$ cat src/rtl/fetch_pkg.sv
// Shared definitions for the fetch-stage sequencer.
package fetch_pkg;

    typedef enum logic [1:0] {
        ST_IDLE = 2'd0,
        ST_REQ  = 2'd1,
        ST_WAIT = 2'd2,
        ST_HOLD = 2'd3
    } fetch_state_t;

    localparam logic [31:0] RESET_PC_DEF = 32'h0000_3000;
    localparam int          TIMEOUT_DEF  = 16;
    localparam logic [31:0] ALIGN_MASK   = 32'hFFFF_FFFC;
    localparam logic [31:0] PC_INC       = 32'd4;

    // Force a redirect target onto a word boundary.
    function automatic logic [31:0] align_word(input logic [31:0] addr);
        return addr & ALIGN_MASK;
    endfunction

endpackage

$ cat src/rtl/fetch_hold_buf.sv
// Holds a fetched word while decode is stalled.
module fetch_hold_buf
    import fetch_pkg::*;
(
    input  logic        clk,
    input  logic        rst_n,
    input  logic        i_load,
    input  logic        i_clear,
    input  logic [31:0] i_data,
    output logic [31:0] o_data,
    output logic        o_vld
);

    logic [31:0] r_data;
    logic        r_vld;

    // Load takes priority; clear drops both the word and its valid.
    always_ff @(posedge clk or negedge rst_n) begin
        if (!rst_n) begin
            r_data <= '0;
            r_vld  <= 1'b0;
        end else if (i_load) begin
            r_data <= i_data;
            r_vld  <= 1'b1;
        end else if (i_clear) begin
            r_data <= '0;
            r_vld  <= 1'b0;
        end
    end

    assign o_data = r_data;
    assign o_vld  = r_vld;

endmodule

$ cat src/rtl/fetch_ctrl.sv
// Fetch-stage sequencer: one outstanding imem request, hold on decode
// stall, redirect with kill of an in-flight fetch, sticky timeout.
//
// state | meaning
// IDLE  | one cycle after reset release, npc = RESET_PC
// REQ   | request driven for current PC, waiting for grant
// WAIT  | granted, waiting for rvalid; timeout counter runs
// HOLD  | word captured during stall, presented until accepted
module fetch_ctrl
    import fetch_pkg::*;
#(
    parameter logic [31:0] RESET_PC = RESET_PC_DEF,
    parameter int          TIMEOUT  = TIMEOUT_DEF
) (
    input  logic        FC_clk_F_i,
    input  logic        FC_reset_F_i,
    input  logic [31:0] FC_pc_F_i,
    input  logic        FC_stall_D_i,
    input  logic        FC_redir_D_i,
    input  logic [31:0] FC_redir_tgt_D_i,
    output logic        FC_imem_req_F_o,
    output logic [31:0] FC_imem_addr_F_o,
    input  logic        FC_imem_gnt_F_i,
    input  logic        FC_imem_rvalid_F_i,
    input  logic [31:0] FC_imem_rdata_F_i,
    output logic [31:0] FC_npc_F_o,
    output logic        FC_pcstall_F_o,
    output logic [31:0] FC_instr_F_o,
    output logic        FC_instr_vld_F_o,
    output logic        FC_timeout_F_o
);

    localparam int          CW       = $clog2(TIMEOUT + 1);
    localparam logic [CW-1:0] TMO_MAX  = CW'(TIMEOUT);
    localparam logic [CW-1:0] TMO_LAST = CW'(TIMEOUT - 1);

    fetch_state_t r_state;
    fetch_state_t w_state_nxt;
    logic         r_kill;
    logic         w_kill_nxt;
    logic [CW-1:0] r_tmo_cnt;
    logic         r_timeout;

    logic         w_redir;
    logic [31:0]  w_redir_pc;
    logic [31:0]  w_seq_pc;
    logic         w_req;
    logic         w_pcstall;
    logic [31:0]  w_npc;
    logic         w_vld;
    logic [31:0]  w_instr;
    logic         w_hold_load;
    logic         w_hold_clear;
    logic [31:0]  w_hold_data;
    logic         w_hold_vld;

    // A redirect while decode is stalled is not yet real; ignore it.
    assign w_redir    = FC_redir_D_i & ~FC_stall_D_i;
    assign w_redir_pc = align_word(FC_redir_tgt_D_i);
    assign w_seq_pc   = FC_pc_F_i + PC_INC;

    fetch_hold_buf u_hold (
        .clk     (FC_clk_F_i),
        .rst_n   (FC_reset_F_i),
        .i_load  (w_hold_load),
        .i_clear (w_hold_clear),
        .i_data  (FC_imem_rdata_F_i),
        .o_data  (w_hold_data),
        .o_vld   (w_hold_vld)
    );

    // Next-state and outputs; delivery in WAIT is combinational so an
    // accepted word reaches IF/ID with no added latency.
    always_comb begin
        w_state_nxt  = r_state;
        w_kill_nxt   = r_kill;
        w_req        = 1'b0;
        w_pcstall    = 1'b1;
        w_npc        = FC_pc_F_i;
        w_vld        = 1'b0;
        w_instr      = '0;
        w_hold_load  = 1'b0;
        w_hold_clear = 1'b0;
        case (r_state)
            ST_IDLE: begin
                w_npc       = RESET_PC;
                w_state_nxt = ST_REQ;
            end
            ST_REQ: begin
                w_req = 1'b1;
                if (w_redir) begin
                    w_pcstall = 1'b0;
                    w_npc     = w_redir_pc;
                    if (FC_imem_gnt_F_i) begin
                        w_state_nxt = ST_WAIT;
                        w_kill_nxt  = 1'b1;
                    end
                end else if (FC_imem_gnt_F_i) begin
                    w_state_nxt = ST_WAIT;
                end
            end
            ST_WAIT: begin
                if (FC_imem_rvalid_F_i) begin
                    w_state_nxt = ST_REQ;
                    w_kill_nxt  = 1'b0;
                    if (w_redir) begin
                        w_pcstall = 1'b0;
                        w_npc     = w_redir_pc;
                    end else if (!r_kill) begin
                        if (!FC_stall_D_i) begin
                            w_vld     = 1'b1;
                            w_instr   = FC_imem_rdata_F_i;
                            w_pcstall = 1'b0;
                            w_npc     = w_seq_pc;
                        end else begin
                            w_hold_load = 1'b1;
                            w_state_nxt = ST_HOLD;
                        end
                    end
                end else if (w_redir) begin
                    w_pcstall  = 1'b0;
                    w_npc      = w_redir_pc;
                    w_kill_nxt = 1'b1;
                end
            end
            ST_HOLD: begin
                w_vld   = w_hold_vld;
                w_instr = w_hold_data;
                if (w_redir) begin
                    w_vld        = 1'b0;
                    w_instr      = '0;
                    w_pcstall    = 1'b0;
                    w_npc        = w_redir_pc;
                    w_hold_clear = 1'b1;
                    w_state_nxt  = ST_REQ;
                end else if (!FC_stall_D_i) begin
                    w_pcstall    = 1'b0;
                    w_npc        = w_seq_pc;
                    w_hold_clear = 1'b1;
                    w_state_nxt  = ST_REQ;
                end
            end
            default: w_state_nxt = ST_IDLE;
        endcase
    end

    // State, kill flag and timeout counter; counter clears on leaving WAIT.
    always_ff @(posedge FC_clk_F_i or negedge FC_reset_F_i) begin
        if (!FC_reset_F_i) begin
            r_state   <= ST_IDLE;
            r_kill    <= 1'b0;
            r_tmo_cnt <= '0;
            r_timeout <= 1'b0;
        end else begin
            r_state <= w_state_nxt;
            r_kill  <= w_kill_nxt;
            if (r_state == ST_WAIT && w_state_nxt == ST_WAIT) begin
                if (r_tmo_cnt != TMO_MAX) begin
                    r_tmo_cnt <= r_tmo_cnt + 1'b1;
                end
                if (r_tmo_cnt == TMO_LAST) begin
                    r_timeout <= 1'b1;
                end
            end else begin
                r_tmo_cnt <= '0;
            end
        end
    end

    assign FC_imem_req_F_o  = w_req;
    assign FC_imem_addr_F_o = FC_pc_F_i;
    assign FC_npc_F_o       = w_npc;
    assign FC_pcstall_F_o   = w_pcstall;
    assign FC_instr_F_o     = w_instr;
    assign FC_instr_vld_F_o = w_vld;
    assign FC_timeout_F_o   = r_timeout;

endmodule

$ cat config.mk
export PLATFORM = sky130hd
export DESIGN_NAME = fetch_ctrl
export DESIGN_NICKNAME = d
export VERILOG_FILES = /design/src/rtl/fetch_pkg.sv /design/src/rtl/fetch_hold_buf.sv /design/src/rtl/fetch_ctrl.sv
export SDC_FILE = /design/constraint.sdc
export NUM_CORES = 1
export LEC_CHECK = 0
export CAP_MARGIN = 20
export CORE_ASPECT_RATIO = 0.9
export CORE_MARGIN = 10
export CORE_UTILIZATION = 23
export DETAILED_ROUTE_END_ITERATION = 6
export HOLD_SLACK_MARGIN = 0.15
export PLACE_DENSITY = 0.51
export SYNTH_ARGS = -nofsm -noshare
export SYNTH_HDL_FRONTEND = slang
export SYNTH_HIERARCHICAL = 1
export SYNTH_SLANG_ARGS = --single-unit
$ cat constraint.sdc
create_clock -name FC_clk_F_i -period 6.33 [get_ports FC_clk_F_i]
set_input_delay 0.9495 -clock FC_clk_F_i [delete_from_list [all_inputs] [get_ports FC_clk_F_i]]
set_output_delay 0.9495 -clock FC_clk_F_i [all_outputs]
set_load 0.02 [all_outputs]
## Yosys cells after proc, flatten, opt, wreduce, memory -nomap -nowiden

Cells that the tools add are included.

- Flip-flop bits (word level): 42
- Input bits: 102
- Word-level logic and storage cells: 78

- Add/sub/neg operators: 2
- Equal/unequal tests: 10
- Mux-type cells: 52
- Bitwise gates (word level): 2
- Reductions and logical operators: 6

Operators with widths:

| operator | number |
|---|---|
| 2-to-1 mux 32 bit | 13 |
| case mux 32 bit (4 select lines) | 1 |
| case mux 32 bit (2 select lines) | 1 |
| adder 32 x 3 -> 32 bit, second input constant | 1 |
| 2-to-1 mux 1 bit | 24 |
| 2-to-1 mux 2 bit | 7 |
| 2-to-1 mux 5 bit | 2 |
| case mux 2 bit (4 select lines) | 1 |
| equality test 2 bit, second input constant | 3 |
| adder 5 x 1 -> 5 bit, second input constant | 1 |
| equality test 5 x 4 -> 1 bit, second input constant | 1 |
| != test 5 bit, second input constant | 1 |
| != test 2 bit, second input constant | 2 |
| case mux 1 bit (2 select lines) | 2 |
| AND reduction 4 bit | 1 |
| nonzero test 2 bit | 2 |
| != test 3 bit, second input constant | 1 |
| case mux 1 bit (3 select lines) | 1 |
| equality test 2 x 1 -> 1 bit, second input constant | 1 |
| zero test 2 bit | 1 |
| != test 2 x 1 -> 1 bit, second input constant | 1 |
| AND reduction 2 bit | 1 |
| bitwise AND 1 bit | 1 |
| logical AND 1 bit | 1 |
| inverter 1 bit | 1 |

## Logic depth before layout (Yosys ltp)

Gate-level depths: netlist of the first run.

- Depth in word-level cells: 8
- Gate-level depth with buffers: 7
- Mapped depth without buffers: 6

## Cells and area by module

Netlist of the first run, hierarchy kept.

By module, submodules not included:

| module | times used | cells each | area an instance (sq um) | seq. area each (sq um) |
|---|---|---|---|---|
| fetch_ctrl | 1 | 346 | 2383.5 | 225.2 |
| fetch_hold_buf | 1 | 75 | 1211.2 | 825.8 |

## Worst setup path before layout of the first run

OpenSTA, ideal clock, no wires.

- Kind: in2out
- Start: input FC_stall_D_i
- End: output FC_npc_F_o[23]
- Arrival: 2.618 ns
- Data required time: 5.380 ns
- Slack: 2.763 ns
- Stages on the path: 7
- Buffers on the path: 2
- Cells stage by stage: clkbuf_1 -> nand3b_1 -> or4_4 -> buf_6 -> nor4_1 -> o21ai_1 -> a21oi_1

- Cells in the longest elaborated chain, start to end: 5
- Elaborated cells on any way between the ends: 9
- Classes of those cells: 7 x mux; 2 x bitwise

RTL lines:

| item | line | source |
|---|---|---|
| from (decl) | fetch_ctrl.sv:18 | `input logic FC_stall_D_i,` |
| 2-to-1 mux 32 bit or inverter 1 bit (tied branches) | fetch_ctrl.sv:110, fetch_ctrl.sv:136, fetch_ctrl.sv:58 |  |
| 2-to-1 mux 32 bit or bitwise AND 1 bit (tied branches) | fetch_ctrl.sv:109, fetch_ctrl.sv:58 |  |
| 2-to-1 mux 32 bit (on tied branches) | fetch_ctrl.sv:106, fetch_ctrl.sv:91, fetch_ctrl.sv:120 |  |
| 2-to-1 mux 32 bit | fetch_ctrl.sv:103 | `if (FC_imem_rvalid_F_i) begin` |
| case mux 32 bit (4 select lines) * | fetch_ctrl.sv:84 | `case (r_state)` |
| to (decl) | fetch_ctrl.sv:26 | `output logic [31:0] FC_npc_F_o,` |

Every way passes the cells marked *; elsewhere a longest branch is shown, timed or not.

## Worst setup path in the final report of the first run

Ends and elaborated chain as after synthesis.

==> flow_metrics.env, run 1 <==
export IMPL_run_status="complete, no violations"
export IMPL_synth_most_common_cell="sky130_fd_sc_hd__a22o_1"
export IMPL_dieArea_um2=21000
export IMPL_chipWidth_um=152
export IMPL_worstPathCellList="clkdlybuf4s50_1, nand3b_1, or4_4, nor4_1, o21ai_1, a21oi_1, clkdlybuf4s50_1"
export IMPL_syn_area_um2=3590
export IMPL_post_synth_top_area_fraction_pct=29.2
export IMPL_design_final_nets=681
export IMPL_power_sequential_fraction_pct=23.2
export IMPL_synth_ff_type="sky130_fd_sc_hd__dfrtp_1"
export IMPL_power_switching_uw=585
export IMPL_skew_ns=0.00786
export IMPL_initialDrtViolationCount=334
export IMPL_synth_cell_type_count=62
export IMPL_synth_ff_latch_count=42
export IMPL_maxCapViolCount=0
export IMPL_layout_drive_gt1_share_pct=6.61
export IMPL_cts_repair_resize_count=0
export IMPL_diodes=0
export IMPL_worst_path_max_delay_cell="sky130_fd_sc_hd__clkdlybuf4s50_1"
export IMPL_sw_frac_of_total_pct=41.7
export IMPL_r2r_cell_count=5
export IMPL_global_route_overflow_total=0
export IMPL_gp_routability_congestion=0.849
export IMPL_fin_total_pwr_uw=1400
export IMPL_count_of_hold_fix_buffers_inserted_at_cts=0
export IMPL_cpMostUsedCell="sky130_fd_sc_hd__clkdlybuf4s50_1"
export IMPL_setup_total_negative_slack_ns=0
export IMPL_timing_hold_worst_path_depth=1
export IMPL_cts_made_buffers=5
export IMPL_worst_path_largest_cell_delay_ns=0.73
export IMPL_yosys_top_cells_count="64 x sky130_fd_sc_hd__a22o_1, 42 x sky130_fd_sc_hd__dfrtp_1, 32 x sky130_fd_sc_hd__buf_4"
export IMPL_antenna_violations_before_repair=0
export IMPL_worst_ir_drop_vdd_mv=0.114
export IMPL_num_vias=3941
export IMPL_synth_edf_count=0
export IMPL_cts_num_sinks=42
export IMPL_clock_tree_buffer_depth=2
export IMPL_leakagePower_uw=0.00225
export IMPL_finalMaxSlewViolations=0
export IMPL_start_kind="input pin"
export IMPL_vias_in_the_first_global_route=3991
export IMPL_critical_path_required_ns=5.38
export IMPL_clock_latency_at_the_later_pin_of_the_worst_skew_pair_ns=0.28
export IMPL_route_detailed_vias_per_inst=5.07
export IMPL_clkPwrFrac_pct=21.0
export IMPL_post_cts_setup_buffer_count=0
export IMPL_floorplan_io_pins=202
export IMPL_worst_slew_pin_slew_ns=0.824
export IMPL_worstSetupEndpointType="output port"
export IMPL_critical_path_class="in2out"
export IMPL_design_area_um2=5700
export IMPL_antenna_left=0
export IMPL_hold_class="reg2reg"
export IMPL_synth_sequential_area_ratio_pct=29.2
export IMPL_powerDensity_nw_per_um2=246
export IMPL_avg_wl_per_cell_um=19.6
export IMPL_fillCellCount=1561
export IMPL_final_hold_viol_count=0
export IMPL_fmax_mhz=204
export IMPL_drc=0
export IMPL_number_of_cells_produced_by_synthesis=421
export IMPL_initial_standard_cell_utilization_of_the_core_pct=23.4
export IMPL_worst_slew_margin_rel_pct=45.0
export IMPL_portBuffers=199
export IMPL_finalCriticalPeriod_ns=4.91
export IMPL_cts_root_buffer="sky130_fd_sc_hd__clkbuf_16"
export IMPL_power_share_combinational_pct=55.8
export IMPL_first_pass_iters=5
export IMPL_synth_top_cells_by_area="sky130_fd_sc_hd__dfrtp_1 29%, sky130_fd_sc_hd__a22o_1 16%, sky130_fd_sc_hd__buf_4 6.7%"
export IMPL_internal_power_uw=818
export IMPL_netlist_top_cell_by_area="sky130_fd_sc_hd__dfrtp_1"
export IMPL_average_size_of_a_mapped_cell_um2=8.54
export IMPL_layout_area_overhead_vs_synth_pct=58.5
export IMPL_clk_pin_slew_worst_paths_ns=0.06
export IMPL_mappedNetlistNets=527
export IMPL_fp_dieH_um=139
export IMPL_place_detailed_hpwl_um=11800
export IMPL_post_dp_cell_area_um2=5500
export IMPL_unrepaired_setup_endpoints_after_global_routing="false"
export IMPL_global_route_wire_length_before_repair_um=23800
export IMPL_tritoncts="done"
export IMPL_fraction_of_registers_with_async_set_reset_pct=100
export IMPL_largest_net_degree_at_the_start_of_global_routing=43
export IMPL_groute_usage_overall_pct=13.9
export IMPL_arrival_ns=3.96
export IMPL_rows=43
export IMPL_htree_levels=2
export IMPL_ys_warn_count=6
export IMPL_min_period_over_period_pct=77.5
export IMPL_core_um2=15400
export IMPL_endpoints_failing_setup=0
export IMPL_wirelength_routed_um=15300
export IMPL_critPathMaxFanout=18
[routing by layer]
layer / wire length, um / vias up / global-route usage [%]
met1: 6490 / 1952 / 18.3
met3: 734 / 6 / 1.73
met5: 0 / - / 0
li1: - / 1883 / -
met4: 68 / 0 / 1.65
met2: 7960 / 100 / 24.3
[cells by family (layout without fill, tap and decap cells)]
logic type | Yosys count | in the layout | synth area share, %
multiplexers | 1 | 1 | 0.278
AO/OA/AOI/OAI | 162 | 162 | 32.8
adder cells (fa/ha/maj) | 4 | 4 | 1.39
flip-flops | 42 | 42 | 29.2
buffers and inverters | 73 | 227 | 12.5
AND/OR/NAND/NOR | 125 | 125 | 20.3
XOR/XNOR | 14 | 14 | 3.41
[power by group through the flow]
stage / Clock [uW] / Combinational [uW] / Sequential [uW]
floorplan: 0 / 444 / 311
global placement: 0 / 776 / 328
detailed placement: 0 / 779 / 330
CTS: 301 / 784 / 326
global route: 311 / 850 / 331
finish: 294 / 783 / 326
[through the flow]
stage	hold slack [ns]	worst slack, ns	std cells	util, %
finish	0.481	1.42	777	37.0
global route	0.503	1.23	777	37.0
CTS	0.485	1.44	775	36.8
detailed placement	0.460	1.46	768	35.7
global placement	0.462	1.48	768	35.7
floorplan	0.454	2.76	421	-
[area by class of cell]
type                            count  area, um2  area share (%)
Inverter                           11       41.3           0.725
Multi-Input combinational cell    306       2100            36.9
Timing Repair Buffer              209       2080            36.5
Tap cell                          202        253            4.44
Clock inverter                      1       30.0           0.527
Clock buffer                        6        139            2.44
Sequential cell                    42       1050            18.4
[registers in the layout, summed over array words and instances (netlist names)]
name and cells:
r_kill 1, r_state 2, FC_timeout_F_o 1, u_hold/o_data 32, r_tmo_cnt 5, u_hold/o_vld 1
[worst max-delay path, delay by kind of cell]
kind / cells / cell delay, ns
compound gates: 2 / 0.25
buf+inv: 2 / 1.39
simple gates: 3 / 1.35
[placed cells by master (no fill, tap or decap), types with 2 or more instances in the layout]
cell type / count
sky130_fd_sc_hd__a211o_1: 2
sky130_fd_sc_hd__a21o_1: 4
sky130_fd_sc_hd__a21oi_1: 28
sky130_fd_sc_hd__a22o_1: 64
sky130_fd_sc_hd__a22o_2: 2
sky130_fd_sc_hd__a311oi_1: 4
sky130_fd_sc_hd__a31oi_1: 5
sky130_fd_sc_hd__and3_1: 12
sky130_fd_sc_hd__and4_1: 4
sky130_fd_sc_hd__buf_4: 8
sky130_fd_sc_hd__clkbuf_16: 5
sky130_fd_sc_hd__clkdlybuf4s50_1: 198
sky130_fd_sc_hd__dfrtp_1: 42
sky130_fd_sc_hd__ha_1: 4
sky130_fd_sc_hd__inv_1: 11
sky130_fd_sc_hd__nand2_1: 20
sky130_fd_sc_hd__nand2b_1: 6
sky130_fd_sc_hd__nand3_1: 16
sky130_fd_sc_hd__nand4_2: 2
sky130_fd_sc_hd__nand4b_1: 2
sky130_fd_sc_hd__nor2_1: 24
sky130_fd_sc_hd__nor2b_1: 4
sky130_fd_sc_hd__nor3_1: 9
sky130_fd_sc_hd__nor3_2: 4
sky130_fd_sc_hd__nor4_1: 7
sky130_fd_sc_hd__o211a_1: 2
sky130_fd_sc_hd__o211ai_1: 2
sky130_fd_sc_hd__o21a_1: 3
sky130_fd_sc_hd__o21ai_0: 24
sky130_fd_sc_hd__o21ai_1: 3
sky130_fd_sc_hd__o22ai_1: 5
sky130_fd_sc_hd__o41ai_1: 3
sky130_fd_sc_hd__xnor2_1: 10
sky130_fd_sc_hd__xor2_1: 4
[path summary, 6_finish.rpt]
path	slack [ns]	endpoint	startpoint
worst max-delay path	1.42	FC_npc_F_o[23]	FC_stall_D_i
worst min-delay path	0.48	FC_timeout_F_o	FC_timeout_F_o
worst max register to register	4.25	u_hold/o_data[30]	r_state[1]
worst min register to register	0.48	FC_timeout_F_o	FC_timeout_F_o
max in group asynchronous	5.38	u_hold/o_data[15]	FC_reset_F_i
min in group asynchronous	0.51	u_hold/o_data[20]	FC_reset_F_i
Power figures use the tool's default switching activity.
==> run 2, diff against run 1 <==
PLACE_DENSITY = 0.53   (was 0.51)
clock period = 4.5 ns   (was 6.33 ns; I/O delays follow)
==> run 2 against run 1 <==
Net effect:
- critical path depth down 1
- clock power grew 20%
- global-route usage decreased by 0.21 points
- first-iteration DRC count down 20%
- non-clock buffer count rose by 2
- critical path type unchanged
- largest power group unchanged
- routed wire length is 0.37% higher
- hold slack lost 0.016 ns
- sequential share of layout area about the same
- largest cell class unchanged
- sequential cell count is the same
==> flow_metrics.env, run 2 (synthesized netlist as in run 1, its figures left out) <==
export IMPL_powerDensity_nw_per_um2=336
export IMPL_cts_made_buffers=5
export IMPL_vias_in_the_first_global_route=3813
export IMPL_count_of_hold_fix_buffers_inserted_at_cts=0
export IMPL_groute_usage_overall_pct=13.7
export IMPL_drc=0
export IMPL_worst_slew_margin_rel_pct=35.6
export IMPL_first_pass_iters=5
export IMPL_place_inst=771
export IMPL_post_dp_cell_area_um2=5530
export IMPL_global_route_wire_length_before_repair_um=23400
export IMPL_global_route_overflow_total=0
export IMPL_critical_path_required_ns=3.83
export IMPL_largest_reg_flops=32
export IMPL_final_cells=780
export IMPL_clk_pin_slew_worst_paths_ns=0.06
export IMPL_fp_dieH_um=139
export IMPL_route_detailed_vias_per_inst=5.01
export IMPL_setup_total_negative_slack_ns=0
export IMPL_fmax_mhz=243
export IMPL_place_detailed_hpwl_um=11800
export IMPL_floorplan_io_pins=202
export IMPL_final_hold_viol_count=0
export IMPL_leakagePower_uw=0.00225
export IMPL_htree_levels=2
export IMPL_initialDrtViolationCount=268
export IMPL_largest_net_degree_at_the_start_of_global_routing=46
export IMPL_cts_root_buffer="sky130_fd_sc_hd__clkbuf_16"
export IMPL_critical_path_class="in2out"
export IMPL_post_cts_setup_buffer_count=0
export IMPL_arrival_ns=3.44
export IMPL_cts_repair_resize_count=0
export IMPL_rows=43
export IMPL_diodes=0
export IMPL_antenna_violations_before_repair=0
export IMPL_cts_num_sinks=42
export IMPL_layout_drive_gt1_share_pct=6.92
export IMPL_start_kind="input pin"
export IMPL_preCtsSetupSlack_ns=0.253
export IMPL_chipWidth_um=152
export IMPL_antenna_left=0
export IMPL_hold_class="reg2reg"
export IMPL_tritoncts="done"
export IMPL_dieArea_um2=21000
export IMPL_final_common_cell="sky130_fd_sc_hd__clkdlybuf4s50_1"
export IMPL_unrepaired_setup_endpoints_after_global_routing="false"
export IMPL_worst_slew_pin_slew_ns=0.966
export IMPL_wirelength_routed_um=15300
export IMPL_most_common_layout_cells="198 x sky130_fd_sc_hd__clkdlybuf4s50_1, 64 x sky130_fd_sc_hd__a22o_1, 42 x sky130_fd_sc_hd__dfrtp_1"
export IMPL_initial_standard_cell_utilization_of_the_core_pct=23.4
export IMPL_finalMaxSlewViolations=0
export IMPL_avg_wl_per_cell_um=19.6
export IMPL_design_area_um2=5690
export IMPL_maxCapViolCount=0
export IMPL_min_period_over_period_pct=91.5
export IMPL_finalCriticalPeriod_ns=4.12
export IMPL_worstSetupEndpointType="output port"
export IMPL_clock_tree_buffer_depth=2
export IMPL_num_vias=3907
export IMPL_endpoints_failing_setup=0
export IMPL_design_final_nets=683
export IMPL_portBuffers=199
export IMPL_layout_area_overhead_vs_synth_pct=58.3
export IMPL_worst_ir_drop_vdd_mv=0.175
export IMPL_core_um2=15400
export IMPL_setup_slack_of_the_critical_path_after_layout_ns=0.382
export IMPL_gp_routability_congestion=0.805
export IMPL_critPathMaxFanout=8
export IMPL_skew_ns=0.00641
export IMPL_clock_latency_at_the_later_pin_of_the_worst_skew_pair_ns=0.28
export IMPL_run_status="complete, no violations"
run 2: cell types whose count changed in the layout (fill, tap and decap cells not counted), sizes merged:
cell / before / now
buf: 11 / 13
bufinv: 1 / 0
clkinv: 0 / 2
run 2: stage by stage:
stage | total power [uW] | util, % | hold slack (ns)
global route | 2020 | 37.0 | 0.481
CTS | 1920 | 36.9 | 0.472
floorplan | 1060 | - | 0.379
detailed placement | 1550 | 35.9 | 0.453
global placement | 1550 | 35.9 | 0.465
finish | 1910 | 37.0 | 0.464
run 2: final cells by class:
type                    count  area, um2
fillers                  1593       9700
multi-input cells         306       2100
repair buffers            211       2100
flip-flops and latches     42       1050
well taps                 202        253
clock buffers               6        129
inverters                  11       41.3
clock inverters             2       13.8
run 2: power breakdown:
part / internal [uW] / switching [uW]
registers: 415 / 42.3
logic: 466 / 636
clock network: 206 / 146
run 2: path summary, 6_finish.rpt:
| kind | start | end | slack, ns | depth (start not counted) |
|---|---|---|---|---|
| min reg2reg | FC_timeout_F_o | FC_timeout_F_o | 0.46 | 1 |
| max reg2reg | r_state[1] | u_hold/o_data[30] | 2.45 | 5 |
| min in group asynchronous | FC_reset_F_i | u_hold/o_data[23] | 0.55 | 1 |
| min | FC_timeout_F_o | FC_timeout_F_o | 0.46 | 1 |
| max | FC_imem_rvalid_F_i | FC_npc_F_o[10] | 0.38 | 6 |
| max in group asynchronous | FC_reset_F_i | FC_timeout_F_o | 3.36 | 1 |
run 2: per-layer routing:
metal	track usage, %	vias up	routed length, um
met5	0	-	0
met4	2.11	0	85
met3	1.70	6	658
met2	24.0	91	7970
met1	17.7	1926	6600
li1	-	1884	-
run 2: worst max-delay path, cell delays in order:
cell	delay (ns)
sky130_fd_sc_hd__clkdlybuf4s50_1	0.53
sky130_fd_sc_hd__and2b_1	0.29
sky130_fd_sc_hd__o21bai_1	0.62
sky130_fd_sc_hd__nor2_1	0.19
sky130_fd_sc_hd__a311oi_1	0.43
sky130_fd_sc_hd__clkdlybuf4s50_1	0.71
